<file path="config.mk">
export PLATFORM = sky130hd
export DESIGN_NAME = joy_db15_responder
export DESIGN_NICKNAME = d
export VERILOG_FILES = /design/src/rtl/joy_db15_responder.sv
export SDC_FILE = /design/constraint.sdc
export NUM_CORES = 1
export LEC_CHECK = 0
export BUFFER_PORTS_ARGS = -buffer_cell sky130_fd_sc_hd__buf_4
export CAP_MARGIN = 20
export CORE_ASPECT_RATIO = 1.25
export CORE_MARGIN = 3
export CORE_UTILIZATION = 50
export CTS_CLUSTER_SIZE = 30
export DETAILED_ROUTE_END_ITERATION = 10
export GPL_ROUTABILITY_DRIVEN = 0
export MAX_ROUTING_LAYER = met4
export PLACE_DENSITY = 0.69
export RECOVER_POWER = 50
export SYNTH_ARGS = -nofsm -noshare
export SYNTH_HDL_FRONTEND = slang
export SYNTH_SLANG_ARGS = --single-unit
</file>
<file path="constraint.sdc">
create_clock -name clk -period 2.66 [get_ports clk]
set_input_delay 0.532 -clock clk [delete_from_list [all_inputs] [get_ports clk]]
set_output_delay 0.532 -clock clk [all_outputs]
set_load 0.03 [all_outputs]
</file>
<file path="src/rtl/joy_db15_responder.sv">
// Device-side DB15 joystick adapter model: two cascaded 16-bit PISO registers clocked by the reader's joy_clk/joy_load.
// Latency: joy_clk pin edge to joy_data change is at most SYNC_STAGES+2 clk cycles; frame_done and bit_cnt=32 update together.
// No backpressure: the reader fully paces the link; shift edges arriving while load is held are counted in edge_err and dropped.
module joy_db15_responder #(
  parameter int SYNC_STAGES = 2,        // minimum 2
  parameter int TIMEOUT     = 2**20
) (
  input  logic        clk,
  input  logic        reset,
  input  logic [15:0] p1,
  input  logic [15:0] p2,
  input  logic        joy_clk,
  input  logic        joy_load,
  output logic        joy_data,
  output logic        frame_done,
  output logic [5:0]  bit_cnt,
  output logic        link_active,
  output logic [7:0]  edge_err
);

  localparam int              WD_W   = $clog2(TIMEOUT + 1);
  localparam logic [WD_W-1:0] WD_MAX = WD_W'(TIMEOUT);

  typedef enum logic [1:0] {IDLE, LOAD, SHIFT} state_t;

  state_t                 state_q, state_d;
  logic [SYNC_STAGES-1:0] clk_sync_q, clk_sync_d;
  logic [SYNC_STAGES-1:0] load_sync_q, load_sync_d;
  logic                   clk_prev_q, load_prev_q;
  logic [31:0]            shreg_q, shreg_d;
  logic                   joy_data_q, joy_data_d;
  logic [5:0]             bit_cnt_q, bit_cnt_d;
  logic                   frame_done_q, frame_done_d;
  logic                   link_active_q, link_active_d;
  logic [7:0]             edge_err_q, edge_err_d;
  logic [WD_W-1:0]        wd_q, wd_d;

  logic        clk_s, load_s, clk_rise, load_fall;
  logic [31:0] img;

  assign clk_s     = clk_sync_q[SYNC_STAGES-1];
  assign load_s    = load_sync_q[SYNC_STAGES-1];
  assign clk_rise  = clk_s & ~clk_prev_q;
  assign load_fall = ~load_s & load_prev_q;
  // Buttons are active-low on the wire; p1[15] leaves first.
  assign img       = ~{p1, p2};

  // Synchronizer chains shift the asynchronous pins in at the LSB.
  always_comb begin
    clk_sync_d  = {clk_sync_q[SYNC_STAGES-2:0], joy_clk};
    load_sync_d = {load_sync_q[SYNC_STAGES-2:0], joy_load};
  end

  // Frame FSM: a held load reloads the image every cycle (74HC165 style); shift edges are ignored while loading.
  always_comb begin
    state_d      = state_q;
    shreg_d      = shreg_q;
    bit_cnt_d    = bit_cnt_q;
    frame_done_d = 1'b0;
    edge_err_d   = edge_err_q;
    joy_data_d   = shreg_q[31];
    if (clk_rise && !load_s && edge_err_q != 8'hFF)
      edge_err_d = edge_err_q + 8'd1;
    if (!load_s) begin
      // Covers a mid-frame abort too: no frame_done, count restarts.
      state_d   = LOAD;
      shreg_d   = img;
      bit_cnt_d = 6'd0;
    end else begin
      if (state_q == LOAD)
        state_d = SHIFT;
      if (clk_rise) begin
        shreg_d = {shreg_q[30:0], 1'b1};
        if (bit_cnt_q != 6'd32)
          bit_cnt_d = bit_cnt_q + 6'd1;
        // Only a frame in flight completes; idle shifting past 32 stays silent.
        if (state_q != IDLE && bit_cnt_q == 6'd31) begin
          frame_done_d = 1'b1;
          state_d      = IDLE;
        end
      end
    end
  end

  // Link watchdog: every load falling edge restarts it; it saturates at TIMEOUT and drops link_active there.
  always_comb begin
    link_active_d = link_active_q;
    wd_d          = wd_q;
    if (load_fall) begin
      link_active_d = 1'b1;
      wd_d          = '0;
    end else begin
      if (wd_q != WD_MAX)
        wd_d = wd_q + WD_W'(1);
      if (wd_d == WD_MAX)
        link_active_d = 1'b0;
    end
  end

  // All state registers; reset forces joy_data high asynchronously.
  always_ff @(posedge clk or posedge reset) begin
    if (reset) begin
      clk_sync_q    <= '0;
      load_sync_q   <= '1;
      clk_prev_q    <= 1'b0;
      load_prev_q   <= 1'b1;
      state_q       <= IDLE;
      shreg_q       <= 32'hFFFF_FFFF;
      joy_data_q    <= 1'b1;
      bit_cnt_q     <= 6'd0;
      frame_done_q  <= 1'b0;
      edge_err_q    <= 8'd0;
      link_active_q <= 1'b0;
      wd_q          <= '0;
    end else begin
      clk_sync_q    <= clk_sync_d;
      load_sync_q   <= load_sync_d;
      clk_prev_q    <= clk_s;
      load_prev_q   <= load_s;
      state_q       <= state_d;
      shreg_q       <= shreg_d;
      joy_data_q    <= joy_data_d;
      bit_cnt_q     <= bit_cnt_d;
      frame_done_q  <= frame_done_d;
      edge_err_q    <= edge_err_d;
      link_active_q <= link_active_d;
      wd_q          <= wd_d;
    end
  end

  assign joy_data    = joy_data_q;
  assign frame_done  = frame_done_q;
  assign bit_cnt     = bit_cnt_q;
  assign link_active = link_active_q;
  assign edge_err    = edge_err_q;

endmodule
</file>
# Word-level counts from Yosys, hierarchy flattened
# Cells that the tools add are included.
dict set report classes {
  n_addsub 3
  eq_ne 8
  n_mux 17
  bitwise_logic 5
  n_reduce_logical 7
}
# op count
set op_table {}
lappend op_table {{2-to-1 mux 32 bit} 2}
lappend op_table {{2-to-1 mux 21 bit} 3}
lappend op_table {{inverter 32 bit} 1}
lappend op_table {{adder 21 x 1 -> 21 bit (second input constant)} 1}
lappend op_table {{equality test 21 bit (second input constant)} 1}
lappend op_table {{!= test 21 bit (second input constant)} 1}
lappend op_table {{2-to-1 mux 6 bit} 3}
lappend op_table {{adder 8 x 1 -> 8 bit (second input constant)} 1}
lappend op_table {{2-to-1 mux 2 bit} 4}
lappend op_table {{!= test 8 bit (second input constant)} 1}
lappend op_table {{adder 6 x 1 -> 6 bit (second input constant)} 1}
lappend op_table {{equality test 6 x 5 -> 1 bit (second input constant)} 1}
lappend op_table {{!= test 6 bit (second input constant)} 1}
lappend op_table {{2-to-1 mux 1 bit} 5}
lappend op_table {{!= test 2 x 1 -> 1 bit (second input constant)} 2}
lappend op_table {{nonzero test 2 bit} 2}
lappend op_table {{logical AND 1 bit} 3}
lappend op_table {{bitwise AND 1 bit} 2}
lappend op_table {{equality test 2 x 1 -> 1 bit (second input constant)} 1}
lappend op_table {{inverter 1 bit} 2}
lappend op_table {{AND reduction 2 bit} 1}
lappend op_table {{logical NOT 1 bit} 1}
dict set report totals {
  register_bits 78
  inputBits 36
  out_inout_bits 17
  word_cells 52
}

# Longest topological paths before layout
# Gate-level depths: netlist of the first run.
dict set report logic_depth {
  word_depth 6
  mapped_depth 9
}

# Least setup slack after synthesis of the first run
# No wires, ideal clock.
dict set report synth_path {
  path_kind {register to register}
  from {register wd_q[0]}
  to {register link_active_q (netlist: link_active)}
  setup_ns 0.140
  t_arrival_ns 1.711
  t_required_ns 2.520
  slack_ns 0.809
  path_stages_with_launch 10
  path_buffers 2
  period_less_slack_ns 1.851
  path_cell_list {dfrtp_1 > ha_1 > buf_2 > and4_1 > buf_2 > and4_1 > xnor2_1 > nand3_1 > nor2_1 > a41oi_2}
}
dict set report synth_via {
  elab_chain_cells 5
  elab_cells_between_ends 6
}
# item line_no
set synth_rtl {}
lappend synth_rtl {{start, declared} 36} ;# logic [WD_W-1:0] wd_q, wd_d;
lappend synth_rtl {{start signal, assigned} 127} ;# wd_q <= wd_d;
lappend synth_rtl {{adder 21 x 1 -> 21 bit or != test 21 bit (tied branches)} {94, 93}}
lappend synth_rtl {{2-to-1 mux 21 bit *} 93} ;# if (wd_q != WD_MAX)
lappend synth_rtl {{2-to-1 mux 21 bit *} 89} ;# if (load_fall) begin
lappend synth_rtl {{equality test 21 bit *} 95} ;# if (wd_d == WD_MAX)
lappend synth_rtl {{nonzero test 2 bit (no line) *} --}
lappend synth_rtl {{end signal, assigned} 126} ;# link_active_q <= link_active_d;
lappend synth_rtl {{end, declared} 34} ;# logic link_active_q, link_active_d;
# Every way passes the cells marked *; elsewhere a longest branch is shown, timed or not. The select of a mux whose other input is x is not followed.
# A chain may end at the register's enable or synchronous reset.

# Final worst setup path of the first run
# Ends and elaborated chain as after synthesis.

==> impl_metrics.json, run 1 <==
{
  "status": "finished with violations",
  "violations": "max-capacitance violations, max-slew violations",
  "hold_path.class": "input port to flop",
  "cpPeakStageDelay_ns": 0.45,
  "maxCapViolations": 1,
  "clock_latency_ns": 0.35,
  "peakVddDrop_v": 0.000364,
  "fin_skew_ns": 0.00730,
  "slowest_stage": "dfrtp_1",
  "drcViolationCount": 0,
  "cp_num_buf_inv": 0,
  "yosys-top-cells-count": "mux2i_1 (65), dfrtp_1 (42), dfstp_2 (36), nor2_1 (33)",
  "r2r_start": "wd_q[0]",
  "dieArea_um2": 9010,
  "ys_seq_area_frac": 0.506,
  "synth_top_area_frac": 0.266,
  "cts_tree": "built",
  "cpLargestDelayFamily": "simple AND/OR/NAND/NOR gates",
  "grt_max_degree": 48,
  "htreeDepth": 3,
  "crit_type": "flop to flop",
  "dp_hpwl_um": 5020,
  "critPathLaunchType": "flop",
  "vias": 2681,
  "antenna_found_initial": 0,
  "die_width_um": 85.5,
  "cts_num_sinks": 78,
  "cts_buffers": 9,
  "power.total_mw": 3.09,
  "power.internal_mw": 2.25,
  "rsz0062_at_grt": "no",
  "synthCells": 344,
  "leakage_nw": 2.11,
  "start_util": 0.524,
  "yosysWarningCount": 0,
  "cts.path.max_buffers": 2,
  "syn2layout_area_growth_pct": 17.6,
  "multi_input_area_um2": 1830,
  "antenna_cells": 0,
  "cp_common_cell": "and4_1",
  "setup-tns-final_ns": 0,
  "p_sw_frac": 0.273,
  "synth_area_per_cell_um2": 11.5,
  "slew_headroom": -0.112,
  "nets": 434,
  "drtIter0Drc": 97,
  "coreArea_um2": 7530,
  "worstSetupEndpointType": "flop",
  "synthFlopType": "dfrtp_1",
  "hold_buffers": 0,
  "nFillCells": 630,
  "hold_viol_final": 0,
  "ioPinCount": 53,
  "synth_edf_count": 0,
  "worstPathRequired_ns": 2.88,
  "fin_crit_ns": 2.01,
  "post_cts_buffers": 0,
  "die_h_um": 105,
  "ys_ff_latch": 78,
  "drt-total-wl_um": 7240,
  "crit_fanout": 8,
  "grt_pass1_wl_um": 12300,
  "wl_per_cell_um": 14.8,
  "setup-violations-final": 0,
  "ctsResizeCount": 0,
  "drv_slew": 32,
  "seqPwrFrac": 0.479,
  "seq_area_um2": 2000,
  "overflow": 0,
  "arrival_ns": 2.23,
  "vias_per_cell": 5.47,
  "ys_types": 50,
  "antenna_left": 0,
  "crit_start": "wd_q[0]",
  "crit_chain": "ha_1 > and4_1 > and4_1 > xnor2_1 > nand3_1 > nor2_1 > a41oi_2",
  "whs_ns": 0.291,
  "synthesis.area_um2": 3950,
  "comb_power_share": 0.169,
  "fmax_mhz": 497,
  "min_from": "joy_load",
  "path_clk_slew_ns": 0.08,
  "pwr-share-clk": 0.352,
  "synth_nets": 385,
  "synth_top_area_cell": "dfrtp_1",
  "power_switching_mw": 0.844,
  "yosys-top-cells-area": "dfrtp_1 (27%), dfstp_2 (24%), mux2i_1 (16%)",
  "cts-root-buf": "clkbuf_8",
  "num_rows": 35,
  "drt_pass1_iterations": 6,
  "powerDensity_nw_per_um2": 666,
  "worst_pin_slew_ns": 1.67,
  "min_period_over_period": 0.756,
  "grt_pass1_vias": 2662,
  "synthArstFlopShare": 1.00,
  "drive_above_1_share": 0.302,
  "grtUsageTotal": 0.175,
  "synth.most_common_cell": "mux2i_1",
  "r2r_slack_ns": 0.65,
  "io_buffers": 52
}
## worst register-to-register path, delay by kind of cell, from the launching register on
kind / cells / cell delay (ns)
AOI/OAI and AO/OA: 1 / 0.10
xor gates and xnor gates: 1 / 0.15
DFF: 1 / 0.45
adders and majority gates: 1 / 0.32
and+or+nand+nor: 4 / 0.84
## cell type report
class / instances / share of cell area
clock buffer: 12 / 0.0383
multi-input combinational: 238 / 0.394
inverter: 8 / 0.00647
sequential: 78 / 0.430
clock inverter: 4 / 0.0159
timing repair buffer: 58 / 0.0908
tap: 92 / 0.0248
## worst paths after layout
| path | to | cells after the start |
|---|---|---|
| setup / recovery | link_active | 7 |
| hold / removal | load_sync_q[0] | 1 |
| setup reg to reg | link_active | 7 |
| hold reg to reg | clk_sync_q[1] | 0 |
| max in group asynchronous | wd_q[18] | 3 |
| min in group asynchronous | edge_err[7] | 3 |
## routing by layer
metal | global-route usage | vias up | part of all wire
li1 | - | 1312 | -
met5 | - | - | 0
met3 | 0.0407 | 14 | 0.043
met2 | 0.272 | 47 | 0.50
met1 | 0.212 | 1308 | 0.44
met4 | 0.0894 | 0 | 0.023
## power groups by stage
| stage | sequential, mW | combinational (mW) | clock (mW) |
|---|---|---|---|
| after global routing | 1.51 | 0.577 | 1.16 |
| final | 1.48 | 0.522 | 1.09 |
| after floorplan | 1.55 | 0.298 | 0 |
| after global placement | 1.50 | 0.524 | 0 |
| after detailed placement | 1.50 | 0.535 | 0 |
| after CTS | 1.48 | 0.535 | 1.12 |
## flip-flops by register name (all words and copies together), names as in the netlist
register,flops
frame_done,1
bit_cnt,6
state_q,2
edge_err,8
link_active,1
load_sync_q,2
clk_sync_q,2
joy_data,1
load_prev_q,1
shreg_q,32
clk_prev_q,1
wd_q,21
## per-stage QoR
step                 util  setup slack (ns)  std cells  cell area, um^2
finish              0.617             0.650        490             4640
global route        0.617             0.462        490             4640
CTS                 0.618             0.679        490             4660
detailed placement  0.585             0.702        474             4410
global placement    0.585             0.740        474             4410
floorplan               -             0.193        344             3950
## layout by cell type, fill, tap and decap left out, types with 2 or more instances in the layout
cell,instances
nand2_1,14
a211oi_1,2
a21oi_1,2
nor3_1,7
a41oi_1,3
inv_1,8
a21boi_0,2
dfstp_2,36
buf_4,52
mux2i_1,65
and4_1,4
clkbuf_1,4
clkbuf_8,9
xnor2_1,16
nor3_2,3
nor2b_1,2
nand4_1,11
nor2_1,33
ha_1,5
nand3_1,13
bufinv_16,2
nand2b_1,2
xor2_1,16
and2_1,6
o21ai_0,5
and3_1,2
nor4_1,3
dfrtp_1,42
clkbuf_4,2
clkbuf_16,2
## cell families after synthesis
kind of cell	after synthesis	share of synthesized area
adder cells (fa/ha/maj)	5	0.0158
flip-flops	78	0.506
AO/OA/AOI/OAI	21	0.0409
buffers and inverters	28	0.0330
XOR/XNOR	32	0.0710
multiplexers	66	0.168
AND/OR/NAND/NOR	114	0.166
(Power assumes the default switching activity.)
==> run 2, diff against run 1 <==
Settings changed: ABC_AREA set to 1.
Clock period 2.66 ns to 1.96 ns, I/O delays scaled along.
==> run 2 against run 1 <==
- clock skew is 0.0026 ns lower
- highest routed layer unchanged
- critical endpoint unchanged
- the flow now finishes without violations
- sequential share of layout area increased by 0.33 points
- flip-flop and latch count is the same
- register-to-register slack lost 0.46 ns
- final area is 0.70% lower
==> impl_metrics.json, run 2 <==
{
  "synth_edf_count": 0,
  "arrival_ns": 2.02,
  "synth_nets": 496,
  "drt-total-wl_um": 8590,
  "yosys-top-cells-count": "nand2_1 (127), nor2_1 (59), inv_1 (44), dfrtp_1 (42), nand3_1 (37)",
  "antenna_found_initial": 0,
  "multi_input_area_um2": 1660,
  "powerDensity_nw_per_um2": 865,
  "final_common_cell": "nand2_1",
  "r2r_slack_ns": 0.19,
  "drv_slew": 0,
  "dp_hpwl_um": 6100,
  "cts_buffers": 9,
  "final_cells": 606,
  "setup-tns-final_ns": 0,
  "num_rows": 35,
  "drt_pass1_iterations": 6,
  "grt_pass1_vias": 3162,
  "largest_reg_flops": 32,
  "seqPwrFrac": 0.492,
  "fin_skew_ns": 0.00475,
  "drcViolationCount": 0,
  "leakage_nw": 2.06,
  "seq_area_um2": 2000,
  "fmax_mhz": 565,
  "synth_top_area_frac": 0.274,
  "hold_buffers": 0,
  "cts-root-buf": "clkbuf_8",
  "setup-violations-final": 0,
  "power_switching_mw": 1.17,
  "worst_pin_slew_ns": 0.924,
  "pwr-share-clk": 0.327,
  "drive_above_1_share": 0.247,
  "synth.most_common_cell": "nand2_1",
  "ioPinCount": 53,
  "maxCapViolations": 0,
  "final_cell_mix": "nand2_1 (126), nor2_1 (57), buf_4 (52), inv_1 (43), dfrtp_1 (41)",
  "slew_headroom": 0.384,
  "grtUsageTotal": 0.209,
  "synth_top_area_cell": "dfrtp_1",
  "fin_crit_ns": 1.77,
  "dieArea_um2": 8780,
  "critPathLaunchType": "flop",
  "preCtsSetupSlack_ns": 0.135,
  "grt_pass1_wl_um": 14600,
  "min_period_over_period": 0.903,
  "cts_num_sinks": 78,
  "worstSetupEndpointType": "flop",
  "nFillCells": 618,
  "worstPathRequired_ns": 2.21,
  "hold_viol_final": 0,
  "crit_type": "flop to flop",
  "yosys-top-cells-area": "dfrtp_1 (27%), dfstp_2 (25%), nand2_1 (12%)",
  "drtIter0Drc": 155,
  "vias_per_cell": 5.32,
  "path_clk_slew_ns": 0.08,
  "syn2layout_area_growth_pct": 20.1,
  "top_register": "shreg_q",
  "die_h_um": 104,
  "htreeDepth": 3,
  "antenna_cells": 0,
  "synth_area_per_cell_um2": 8.44,
  "grt_max_degree": 73,
  "nets": 550,
  "peakVddDrop_v": 0.000630,
  "die_width_um": 84.4,
  "cts_tree": "built",
  "cts.path.max_buffers": 2,
  "setup_ws_ns": 0.189,
  "hold_path.class": "input port to flop",
  "vias": 3225,
  "synthArstFlopShare": 1.00,
  "status": "finished, final reports clean",
  "yosysWarningCount": 0,
  "overflow": 0,
  "synthesis.area_um2": 3840,
  "start_util": 0.519,
  "synthFlopType": "dfrtp_1",
  "crit_fanout": 4,
  "p_sw_frac": 0.292,
  "ys_ff_latch": 78,
  "place_inst": 590,
  "wl_per_cell_um": 14.2,
  "io_buffers": 52,
  "post-route-util": 0.623,
  "ys_types": 29,
  "ys_seq_area_frac": 0.520,
  "antenna_left": 0,
  "power.total_mw": 3.99,
  "coreArea_um2": 7400,
  "clock_latency_ns": 0.35,
  "synthCells": 455,
  "power.internal_mw": 2.82,
  "comb_power_share": 0.181
}
==> run 2: cell types whose count changed after synthesis, moves of 12 or more <==
cell	change
nand2_1	+113
mux2i_1	-65
inv_1	+36
o221ai_1	+29
nor2_1	+26
nand3_1	+24
xnor2_1	-12
==> run 2: repair_timing <==
action	CTS	global route
resized for setup	0	11
buffers inserted	0	0
setup endpoints to repair	0	1
==> run 2: layout make-up <==
cell class              count  share of cell area
multi-input cells         316               0.360
repair buffers             59              0.0966
flip-flops and latches     78               0.433
well taps                  92              0.0250
clock buffers              15              0.0475
clock inverters             1             0.00109
inverters                  45              0.0369
==> run 2: path summary, 6_finish.rpt <==
check,depth (start not counted),startpoint,endpoint
min in group asynchronous,2,reset,bit_cnt[4]
max reg2reg,11,wd_q[5],link_active
max,11,wd_q[5],link_active
min reg2reg,0,clk_sync_q[0],clk_sync_q[1]
max in group asynchronous,3,reset,edge_err[0]
min,1,joy_load,load_sync_q[0]
==> run 2: stage by stage <==
| step | hold slack (ns) | cell area, um^2 |
|---|---|---|
| 6_report | 0.153 | 4610 |
| 5_1_grt | 0.144 | 4610 |
| 4_1_cts | 0.0557 | 4590 |
| 3_5_place_dp | 0.338 | 4370 |
| 3_3_place_gp | 0.334 | 4370 |
| 2_1_floorplan | 0.331 | 3840 |
==> run 2: per-layer routing <==
layer,up-vias,track usage,wire length [um]
met4,0,0.0962,248
met5,-,-,0
met2,91,0.326,4330
li1,1606,-,-
met3,25,0.0428,378
met1,1503,0.263,3640
==> run 2: cell families (layout without fill, tap and decap cells) <==
group                      after synthesis  count (layout)  synth area share
and+or+nand+nor                        250             250             0.281
AOI/OAI and AO/OA                       48              48            0.0928
buffers and inverters                   61             120            0.0603
adders and majority gates                5               5            0.0163
DFF                                     78              78             0.520
xor gates and xnor gates                13              13            0.0296
==> run 2: power by group through the flow <==
stage	registers (mW)	logic (mW)	clock network [mW]
after floorplan	2.06	0.372	0
after global placement	1.98	0.700	0
after detailed placement	1.98	0.713	0
after CTS	1.96	0.722	1.33
after global routing	1.99	0.807	1.40
final	1.96	0.724	1.30
==> run 2: worst max-delay path, cell delays in order, from the launching register on <==
cell and delay (ns):
dfrtp_1 0.40, nand2_1 0.14, nor2_1 0.25, nand2_1 0.12, o21ai_0 0.22, nand3_1 0.11
nor2_1 0.12, nand2_1 0.08, nor2_1 0.09, nand2_1 0.06, nand2_1 0.05, nand2_1 0.04
